==> config.mk <==
export PLATFORM = sky130hd
export DESIGN_NAME = gobang_board_datapath
export DESIGN_NICKNAME = d
export VERILOG_FILES = /design/src/rtl/gobang_pkg.sv /design/src/rtl/gobang_board_datapath_key_edge.sv /design/src/rtl/gobang_board_datapath.sv
export SDC_FILE = /design/constraint.sdc
export NUM_CORES = 1
export LEC_CHECK = 0
export CORE_MARGIN = 1
export CORE_UTILIZATION = 65
export DETAILED_ROUTE_END_ITERATION = 7
export GPL_ROUTABILITY_DRIVEN = 0
export PLACE_DENSITY_LB_ADDON = 0.25
export SETUP_SLACK_MARGIN = 0.4
export SKIP_LAST_GASP = 1
export SYNTH_ARGS = -nofsm -noshare
export SYNTH_HDL_FRONTEND = slang
export SYNTH_HIERARCHICAL = 1
export SYNTH_SLANG_ARGS = --single-unit
export TNS_END_PERCENT = 10
==> constraint.sdc <==
create_clock -name clock -period 17.3 [get_ports clock]
set_input_delay 3.46 -clock clock [delete_from_list [all_inputs] [get_ports clock]]
set_output_delay 3.46 -clock clock [all_outputs]
set_load 0.01 [all_outputs]
==> src/rtl/gobang_pkg.sv <==
// gobang_pkg: board geometry and cell encoding shared by the GoBang datapath.
// Rev 1.0
`default_nettype none

package gobang_pkg;
   localparam int BOARD_N    = 15;
   localparam int COORD_W    = 4;
   localparam int CENTER     = BOARD_N / 2;
   localparam int MAX_STONES = BOARD_N * BOARD_N;

   typedef logic [1:0] cell_t;

   localparam cell_t EMPTY = 2'd0;
   localparam cell_t BLACK = 2'd1;
   localparam cell_t WHITE = 2'd2;
endpackage

`default_nettype wire

==> src/rtl/gobang_board_datapath_key_edge.sv <==
// key_edge: falling-edge detector for an active-low, already synchronised key.
// Rev 1.0
`default_nettype none

module key_edge (
   input  logic clock,
   input  logic resetn,
   input  logic key,
   output logic press
);
   logic r_prev;

   always_ff @(posedge clock or negedge resetn) begin
      if (!resetn) r_prev <= 1'b1;
      else         r_prev <= key;
   end

   assign press = r_prev & ~key;
endmodule

`default_nettype wire

==> src/rtl/gobang_board_datapath.sv <==
// gobang_board_datapath: cursor pointer, board storage, legality flag and side to move.
// Rev 1.0
`default_nettype none

module gobang_board_datapath #(
   parameter int BOARD_N = 15,
   parameter int COORD_W = 4
) (
   input  logic               clock,
   input  logic               resetn,
   input  logic               change_able_read,
   input  logic               change_turn,
   input  logic               control_set,
   input  logic               put,
   input  logic               key_up,
   input  logic               key_down,
   input  logic               key_left,
   input  logic               key_right,
   output logic [COORD_W-1:0] ptr_x,
   output logic [COORD_W-1:0] ptr_y,
   output logic               player,
   output logic               last_legal,
   output logic [7:0]         stone_count,
   output logic               board_full,
   input  logic [COORD_W-1:0] rd_x,
   input  logic [COORD_W-1:0] rd_y,
   output logic [1:0]         rd_data
);
   import gobang_pkg::*;

   localparam int                 CELLS      = BOARD_N * BOARD_N;
   localparam logic [COORD_W-1:0] PTR_CENTER = COORD_W'(BOARD_N / 2);
   localparam logic [COORD_W-1:0] PTR_LAST   = COORD_W'(BOARD_N - 1);
   localparam logic [COORD_W-1:0] PTR_ONE    = COORD_W'(1);
   localparam logic [7:0]         ROW_LEN    = 8'(BOARD_N);
   localparam logic [7:0]         COUNT_MAX  = 8'(CELLS);

   logic               w_press_up, w_press_down, w_press_left, w_press_right;
   logic [COORD_W-1:0] r_x, r_y, w_x_next, w_y_next;
   logic               r_player, r_legal, r_full;
   logic [7:0]         r_count;
   cell_t              r_cells [CELLS];
   logic [7:0]         w_wr_idx, w_rd_idx;
   logic               w_put_req, w_put_ok;

   key_edge u_edge_up    (.clock(clock), .resetn(resetn), .key(key_up),    .press(w_press_up));
   key_edge u_edge_down  (.clock(clock), .resetn(resetn), .key(key_down),  .press(w_press_down));
   key_edge u_edge_left  (.clock(clock), .resetn(resetn), .key(key_left),  .press(w_press_left));
   key_edge u_edge_right (.clock(clock), .resetn(resetn), .key(key_right), .press(w_press_right));

   // Opposite presses on one axis cancel; recentring beats any move.
   always_comb begin
      w_x_next = r_x;
      w_y_next = r_y;
      if (control_set) begin
         w_x_next = PTR_CENTER;
         w_y_next = PTR_CENTER;
      end else if (change_able_read) begin
         if (w_press_left && !w_press_right)
            w_x_next = (r_x == '0) ? PTR_LAST : r_x - PTR_ONE;
         else if (w_press_right && !w_press_left)
            w_x_next = (r_x == PTR_LAST) ? '0 : r_x + PTR_ONE;
         if (w_press_up && !w_press_down)
            w_y_next = (r_y == '0) ? PTR_LAST : r_y - PTR_ONE;
         else if (w_press_down && !w_press_up)
            w_y_next = (r_y == PTR_LAST) ? '0 : r_y + PTR_ONE;
      end
   end

   assign w_wr_idx  = 8'(r_y) * ROW_LEN + 8'(r_x);
   assign w_put_req = change_able_read & ~put;
   assign w_put_ok  = w_put_req & (r_cells[w_wr_idx] == EMPTY);

   always_ff @(posedge clock or negedge resetn) begin
      if (!resetn) begin
         r_x <= PTR_CENTER;
         r_y <= PTR_CENTER;
      end else begin
         r_x <= w_x_next;
         r_y <= w_y_next;
      end
   end

   always_ff @(posedge clock or negedge resetn) begin
      if (!resetn) begin
         for (int i = 0; i < CELLS; i++) r_cells[i] <= EMPTY;
      end else if (w_put_ok) begin
         r_cells[w_wr_idx] <= r_player ? WHITE : BLACK;
      end
   end

   // A put result written this cycle takes precedence over a turn-change clear.
   always_ff @(posedge clock or negedge resetn) begin
      if (!resetn) begin
         r_player <= 1'b0;
         r_legal  <= 1'b0;
         r_count  <= 8'd0;
         r_full   <= 1'b0;
      end else begin
         if (change_turn && r_legal) begin
            r_player <= ~r_player;
            r_legal  <= 1'b0;
         end
         if (w_put_req) r_legal <= w_put_ok;
         if (w_put_ok && r_count != COUNT_MAX) r_count <= r_count + 8'd1;
         r_full <= (r_count == COUNT_MAX);
      end
   end

   assign w_rd_idx = 8'(rd_y) * ROW_LEN + 8'(rd_x);
   assign rd_data  = (int'(rd_x) >= BOARD_N || int'(rd_y) >= BOARD_N) ? EMPTY : r_cells[w_rd_idx];

   assign ptr_x       = r_x;
   assign ptr_y       = r_y;
   assign player      = r_player;
   assign last_legal  = r_legal;
   assign stone_count = r_count;
   assign board_full  = r_full;
endmodule

`default_nettype wire

# Word level (Yosys, flattened, before mapping)
# Cells that the tools add are included.
[word_totals]
inputBits = 18
register_bits = 473
word_cells = 313
out_inout_bits = 21
[classes]
reduce_logical = 21
mux = 25
magnitude_cmp = 5
bitwise_logic = 14
addsub = 7
eq_ne = 4
n_mul = 2
[op_table]
columns = ["op", "count"]
rows = [
  ["bitwise mux 450 bit", 1],
  ["two-way mux 4 bit", 12],
  ["binary-select mux 2 bit (select 8 bit)", 2],
  ["greater-or-equal comparator 9 bit (second input constant)", 2],
  ["NOT 8 -> 9 bit", 2],
  ["adder 8 x 4 -> 8 bit", 2],
  ["demux 2 bit (select 8 bit)", 1],
  ["multiplier 4 x 4 -> 8 bit (second input constant)", 2],
  ["two-way mux 2 bit", 7],
  ["less-than comparator 9 x 1 -> 1 bit (second input constant)", 1],
  ["adder 4 x 1 -> 4 bit (second input constant)", 2],
  ["adder 8 x 1 -> 8 bit (second input constant)", 1],
  ["== test 4 bit (second input constant)", 2],
  ["== test 8 bit (second input constant)", 1],
  ["greater-or-equal comparator 4 bit (second input constant)", 2],
  ["logical NOT 4 bit", 2],
  ["!= test 8 bit (second input constant)", 1],
  ["subtractor 4 x 1 -> 4 bit (second input constant)", 2],
  ["logical AND 1 bit", 7],
  ["bitwise AND 1 bit", 6],
  ["NOT 1 bit", 6],
  ["nonzero test 3 bit", 2],
  ["logical NOT 1 bit", 4],
  ["AND reduction 2 bit", 2],
  ["other kinds (4)", 6],
]

# Logic depth before layout (Yosys ltp)
# Gate-level depths: netlist of run 1.
[logic_depth]
ltp_word = 9
mapped_depth = 21

# Hierarchy
# Netlist of run 1, hierarchy kept.
[by_module_without_submodules]
columns = ["module", "seq_area_each_um2", "area_each_um2", "cells_each", "n_inst"]
rows = [
  ["gobang_board_datapath", 11743.8, 25445.7, 2037, 1],
  ["key_edge", 26.3, 40.0, 2, 4],
]

# Worst setup path before layout of run 1
# No wires, ideal clock.
[synth_path]
kind = "input to output"
start = "input rd_y[0]"
end = "output rd_data[1]"
cell_stages = 13
arrival_time_ns = 7.846
n_path_buf = 1
required_ns = 13.840
slack_ns = 5.994
cell_sequence = "fa_1 -> inv_1 -> fa_1 -> fa_1 -> inv_1 -> ha_1 -> xor2_1 -> clkbuf_1 -> mux4_2 -> mux4_2 -> nor2b_1 -> a211oi_1 -> a211oi_1"
[synth_between]
elab_chain_len = 7
elab_cells_between_ends = 9
classes_between = "1 x add/sub; 1 x mul; 1 x order compare; 4 x mux; 1 x bitwise; 1 x reduce/logical"
[synth_rtl]
columns = ["item", "line_no", "rtl"]
rows = [
  ["start, declared", "gobang_board_datapath.sv:26", "input logic [COORD_W-1:0] rd_y,"],
  ["multiplier 4 x 4 -> 8 bit", "gobang_board_datapath.sv:110", "assign w_rd_idx = 8'(rd_y) * ROW_LEN + 8'(rd_x);"],
  ["adder 8 x 4 -> 8 bit", "gobang_board_datapath.sv:110", ""],
  ["NOT 8 -> 9 bit (not written as such)", "gobang_board_datapath.sv:111", "assign rd_data = (int'(rd_x) >= BOARD_N || int'(rd_y) >= BOARD_N) ? EMPTY : r_cells[w_rd_idx];"],
  ["binary-select mux 2 bit (select 8 bit)", "gobang_board_datapath.sv:111", ""],
  ["two-way mux 2 bit (not written as such) (2 in a row)", "gobang_board_datapath.sv:111", ""],
  ["two-way mux 2 bit *", "gobang_board_datapath.sv:111", ""],
  ["end, declared", "gobang_board_datapath.sv:27", "output logic [1:0] rd_data"],
]
# Mark *: on every way between the ends. The rest lies on a longest branch, timed or not. The select of a mux whose other input is x is not followed.

# Worst setup path in the final report of run 1
[layout_path]
start = "input rd_y[2]"
end = "output rd_data[0]"
# The elaborated chain is that of the path after synthesis.

==> results of run 1 <==
metal layers:
layer / track usage, % / share of wire, %
met1: 54.7 / 36
met2: 58.1 / 43
met3: 15.1 / 14
met4: 23.4 / 7.0
met5: 0 / 0
per-stage QoR:
stage / total power, W / instance area (um2) / instances / utilization [%] / hold WS [ns]
6_report: 0.00501 / 28100 / 2587 / 72.5 / 0.468
5_1_grt: 0.00512 / 28100 / 2586 / 72.5 / 0.490
4_1_cts: 0.00489 / 28100 / 2586 / 72.5 / 0.472
3_5_place_dp: 0.00372 / 26300 / 2493 / 67.9 / 0.460
3_3_place_gp: 0.00367 / 26300 / 2493 / 67.9 / 0.449
2_1_floorplan: 0.00292 / 25600 / 2045 / - / 0.436
sequential cells by signal, indices dropped and copies added, names as in the netlist:
signal	count
u_edge_right/r_prev	1
u_edge_left/r_prev	1
ptr_x	4
u_edge_down/r_prev	1
ptr_y	4
stone_count	8
board_full	1
r_cells	450
last_legal	1
u_edge_up/r_prev	1
player	1
layout make-up:
| type | instances | share of cell area (%) |
|---|---|---|
| tap | 518 | 2.31 |
| clock buffer | 70 | 5.16 |
| sequential | 473 | 42.2 |
| antenna | 1 | 0.00891 |
| clock inverter | 23 | 1.13 |
| inverter | 48 | 0.642 |
| timing repair buffer | 81 | 2.66 |
| multi-input combinational | 1373 | 45.9 |
worst max-delay path, cell delays in order:
cell             delay, ns
clkdlybuf4s50_1       0.67
fa_1                  0.48
inv_1                 0.14
fa_1                  0.47
fa_1                  0.54
inv_1                 0.05
ha_1                  0.41
a21oi_1               0.11
o21bai_1              0.29
xor2_2                0.99
mux4_2                0.39
nand2_1               0.06
a311oi_1              0.53
a21oi_1               0.12
o31ai_1               0.50
clkdlybuf4s50_1       0.64
cell usage after synthesis, drive strengths merged, types with 5 or more instances:
master	n	area, um2
ha	48	601
nand3	28	150
xnor2	10	95.1
nor3	86	440
mux4	201	4580
a2111oi	16	140
mux2i	12	120
or2	5	31.3
a41oi	7	61.3
nor4	8	77.6
nand2	111	424
and3	10	67.6
a31oi	27	169
mux2	5	56.3
a211oi	33	248
nor2	132	505
fa	14	280
clkbuf	61	229
nor2b	13	111
dfrtp	463	11600
a211o	9	78.8
nand2b	6	37.5
o21ai	18	90.1
a21o	160	1210
or3	7	43.8
dfstp	10	263
a21oi	64	320
and2	6	40.0
a31o	34	298
xor2	10	95.1
inv	48	180
buf	90	589
o21bai	228	1830
nand4	14	109
cells by family (layout without fill, tap and decap cells):
family	after synthesis	in the layout	synth area share, %
buf+inv	199	222	3.90
simple gates	438	438	8.40
xor+xnor	20	20	0.743
mux	218	218	18.6
fa+ha+maj	62	62	3.44
flops	473	473	46.3
compound gates	635	635	18.7
other cells	0	1	0
path summary, 6_finish.rpt:
| check | cells after the start | slack [ns] | end |
|---|---|---|---|
| max | 16 | 3.98 | rd_data[0] |
| max reg2reg | 19 | 9.93 | r_cells[136] |
| min reg2reg | 1 | 0.47 | r_cells[141] |
| min in group asynchronous | 1 | 2.88 | r_cells[57] |
| max in group asynchronous | 3 | 12.35 | r_cells[135] |
| min | 1 | 0.47 | r_cells[141] |
where the power goes:
part	internal [W]	switching (W)
combinational	0.000783	0.00150
sequential	0.00135	0.000214
clock	0.000690	0.000472
total	0.00282	0.00219
==> flow_summary.ini, run 1 <==
[clocking]
hold_buffers = 0
clock-sinks = 473
clockBufferDepth = 3
root_buffer = clkbuf_16
cts_setup_buffers = 0
numCtsBuffers = 51
cts_tree = yes
clkTransAtPathRegs_ns = 0.05
post_cts_resized = 0
clk_latency_ns = 0.62
cts_max_level = 2

[finish]
fillers = 2507
layout_commonest_cell = dfrtp_1
final_cell_mix = 463 x dfrtp_1, 197 x o21bai_1, 186 x mux4_2, 159 x a21o_1, 125 x nor2_1
multi_input_area_um2 = 12900
regArea_um2 = 11800
area_growth_syn_to_layout_pct = 9.68
drive_above_1_share_pct = 21.1
final_nets = 2108

[yosys]
synth.distinct_cells = 84
syn-cell-area_um2 = 25600
syn_area_per_cell_um2 = 12.5
synthFlopType = dfrtp_1
synth_warnings = 6
ys_seq_area_share_pct = 46.3
ys_ff_latch = 473
syn_inst = 2045
syn_nets = 2125
synth-async-reset-ratio_pct = 100
synth-edff-count = 0

[timing]
final_max_slew_viol_count = 0
worst_slack_ns = 3.98
fmax_mhz = 75.1
slew_headroom_pct = 7.12
setup_violations = 0
fin_crit_sh_pct = 77.0
rsz0062_at_grt = no
period_needed_ns = 13.32
fin_skew_ns = 0.0344
worst_slew_pin_slew_ns = 1.39
tns_ns = 0
finalHoldViolCount = 0

[setup_path]
cp_data_arrival_time_ns = 9.86
rr_startpoint = ptr_y[2]
cp-start-kind = input pin
end_kind = primary output
crit_type = in2out
crit_fanout = 17
required_ns = 13.84
cp-startpoint = rd_y[2]

[place]
portBuffers = 38
dpl_worst_slack_ns = 4.19
dp_hpwl_um = 51100

[drt]
dr.pass1.iters = 7
drtAntennaViolNets = 0
first_iter_violations = 2913
viasPerCell = 7.58
vias = 19600
wirelength_um = 79800
drcViolationCount = 0
wl_per_cell_um = 30.9

[global_routing]
grtUsageTotal_pct = 40.9
grt_pass1_wl_um = 123000
grt_pass1_vias = 19700
overflow = 0
antenna_found_initial = 0
grt_max_degree = 174

[floorplan]
die_x_um = 200
dieArea_um2 = 40200
io_pins = 39
start_util_pct = 66.1
rows = 72
coreArea_um2 = 38700
die_h_um = 200

[hold_path]
worst_hold_path_type = reg2reg
hold_start = r_cells[141]

[power_and_ir_drop]
power.leakage_nw = 13.4
ir_drop_mv = 0.170
power_density_nw_per_um2 = 178

[flow_run]
cap_violations = 0

[outcome]
outcome = finished clean
No activity file was read; power rests on OpenSTA's default activity.
==> run 2: changes to the inputs <==
--- a/config.mk
+++ b/config.mk
@@ -6,7 +6,7 @@
 export NUM_CORES = 1
 export LEC_CHECK = 0
 export CORE_MARGIN = 1
-export CORE_UTILIZATION = 65
+export CORE_UTILIZATION = 63
 export DETAILED_ROUTE_END_ITERATION = 7
 export GPL_ROUTABILITY_DRIVEN = 0
 export PLACE_DENSITY_LB_ADDON = 0.25
==> constraint.sdc (replaced) <==
create_clock -name clock -period 13.3 [get_ports clock]
set_input_delay 2.66 -clock clock [delete_from_list [all_inputs] [get_ports clock]]
set_output_delay 2.66 -clock clock [all_outputs]
set_load 0.01 [all_outputs]
==> run 2 against run 1 <==
  * Non-clock buffer count grew 2
  * Critical endpoint is now rd_data[1]
  * Core utilization decreased by 2.4 points
  * Flip-flop and latch count unchanged
  * Die area increased by 3.1%
  * Hold slack better by 0.0054 ns
  * Cell area shrank 0.37%
  * Total power up 28%
==> flow_summary.ini, run 2 (synthesis gave the netlist of run 1 again) <==
[setup_path]
crit_type = in2out
crit_path_top_delay_cell = clkdlybuf4s50_1
crit_path_cell_trace = clkdlybuf4s50_1 > fa_1 > inv_1 > fa_1 > fa_1 > inv_1 > ha_1 > xor2_4 > buf_4 > mux4_2 > mux4_2 > nor2b_1 > a211oi_1 > a211oi_1 > clkdlybuf4s50_1
cpMostUsedCell = fa_1
path_buf_inv = 5
r2r_slack_ns = 6.03
cp-start-kind = input pin
crit_fanout = 12
cp_top_family = adder cells
cp_slowest_stage_delay_ns = 0.68
cp_data_arrival_time_ns = 8.58
required_ns = 10.64
end_kind = primary output

[floorplan]
dieArea_um2 = 41500
die_h_um = 204
io_pins = 39
start_util_pct = 64.2
coreArea_um2 = 39900
die_x_um = 204
rows = 73

[global_routing]
overflow = 0
grtUsageTotal_pct = 40.1
grt_pass1_wl_um = 122000
antenna_found_initial = 3
grt_pass1_vias = 19400
grt_max_degree = 108

[timing]
finalHoldViolCount = 0
period_needed_ns = 11.24
fin_skew_ns = 0.0283
fmax_mhz = 89.0
worst_slack_ns = 2.06
whs_ns = 0.474
setup_violations = 0
final_max_slew_viol_count = 0
tns_ns = 0
fin_crit_sh_pct = 84.5
slew_headroom_pct = 7.33
worst_slew_pin_slew_ns = 1.39
rsz0062_at_grt = no

[clocking]
post_cts_resized = 0
clk_latency_ns = 0.62
hold_buffers = 0
cts_tree = yes
numCtsBuffers = 49
clockBufferDepth = 3
root_buffer = clkbuf_16
cts_max_level = 2
clock-sinks = 473
clkTransAtPathRegs_ns = 0.06
cts_setup_buffers = 0

[power_and_ir_drop]
ir_drop_mv = 0.194
power_w = 0.00643
power.leakage_nw = 13.4
power_density_nw_per_um2 = 230

[drt]
wl_per_cell_um = 30.9
wirelength_um = 80100
dr.pass1.iters = 7
drtAntennaViolNets = 0
drcViolationCount = 0
first_iter_violations = 2616
vias = 19600
viasPerCell = 7.56

[finish]
area_growth_syn_to_layout_pct = 9.28
final_cell_mix = 463 x dfrtp_1, 197 x o21bai_1, 186 x mux4_2, 159 x a21o_1, 125 x nor2_1
final_util_pct = 70.1
drive_above_1_share_pct = 20.8
largest_reg_flops = 450
final_nets = 2108
regMostFlops = r_cells
layout_commonest_cell = dfrtp_1
fillers = 2692

[outcome]
outcome = finished clean

[hold_path]
worst_hold_path_type = reg2reg

[place]
dpl_worst_slack_ns = 2.10
dp_hpwl_um = 52300
portBuffers = 38

[flow_run]
cap_violations = 0
[run 2: cell count changes in the layout (fill, tap and decap cells not counted)]
cell / previous run / this run
buf_12: 3 / 1
buf_4: 40 / 44
bufinv_16: 7 / 5
clkbuf_1: 10 / 11
clkbuf_16: 52 / 51
clkbuf_8: 8 / 11
clkinv_2: 10 / 5
clkinv_8: 1 / 0
clkinvlp_4: 3 / 1
diode_2: 1 / 3
nor3_1: 81 / 83
nor3_2: 5 / 3
[run 2: report_power, final]
group / leakage [nW] / internal [W] / switching [W]
sequential: 6.51 / 0.00175 / 0.000288
combinational: 6.03 / 0.00101 / 0.00193
clock: 0.820 / 0.000857 / 0.000590
[run 2: path summary, 6_finish.rpt]
path	start	to	cells after the start
setup reg to reg	ptr_y[2]	r_cells[288]	16
min in group asynchronous	resetn	r_cells[35]	1
setup / recovery	rd_y[2]	rd_data[1]	15
max in group asynchronous	resetn	r_cells[357]	3
hold / removal	r_cells[156]	r_cells[156]	1
hold reg to reg	r_cells[156]	r_cells[156]	1
[run 2: per-stage QoR]
stage          area [um2]  std cells
4_1_cts             28000       2588
5_1_grt             28000       2588
2_1_floorplan       25600       2045
3_5_place_dp        26300       2502
3_3_place_gp        26300       2502
6_report            28000       2591
[run 2: layout make-up]
| cell class | count | area [um2] | area share (%) |
|---|---|---|---|
| antenna | 3 | 7.51 | 0.0268 |
| tap | 525 | 657 | 2.35 |
| clock buffer | 73 | 1470 | 5.25 |
| inverter | 48 | 180 | 0.644 |
| clock inverter | 13 | 200 | 0.715 |
| sequential | 473 | 11800 | 42.3 |
| timing repair buffer | 83 | 736 | 2.63 |
| multi-input combinational | 1373 | 12900 | 46.0 |
[run 2: worst reg2reg max path: stages (launching register included)]
cell,delay (ns)
dfstp_2,0.68
fa_1,0.45
inv_1,0.13
fa_1,0.45
fa_1,0.52
inv_1,0.05
ha_1,0.25
a211oi_1,0.56
o21ba_2,0.28
nor2_2,0.13
buf_4,0.25
a2111oi_0,0.84
or4_1,0.25
and3_1,0.37
nand4_4,0.54
nor2_2,1.14
a31oi_1,0.21
[run 2: per-layer routing]
metal / wire length (um) / vias to the layer above / global-route usage [%]
li1: - / 7748 / -
met1: 28800 / 9974 / 52.9
met3: 10700 / 376 / 14.3
met2: 34900 / 1479 / 57.1
met4: 5760 / 2 / 24.7
met5: 13 / - / 0
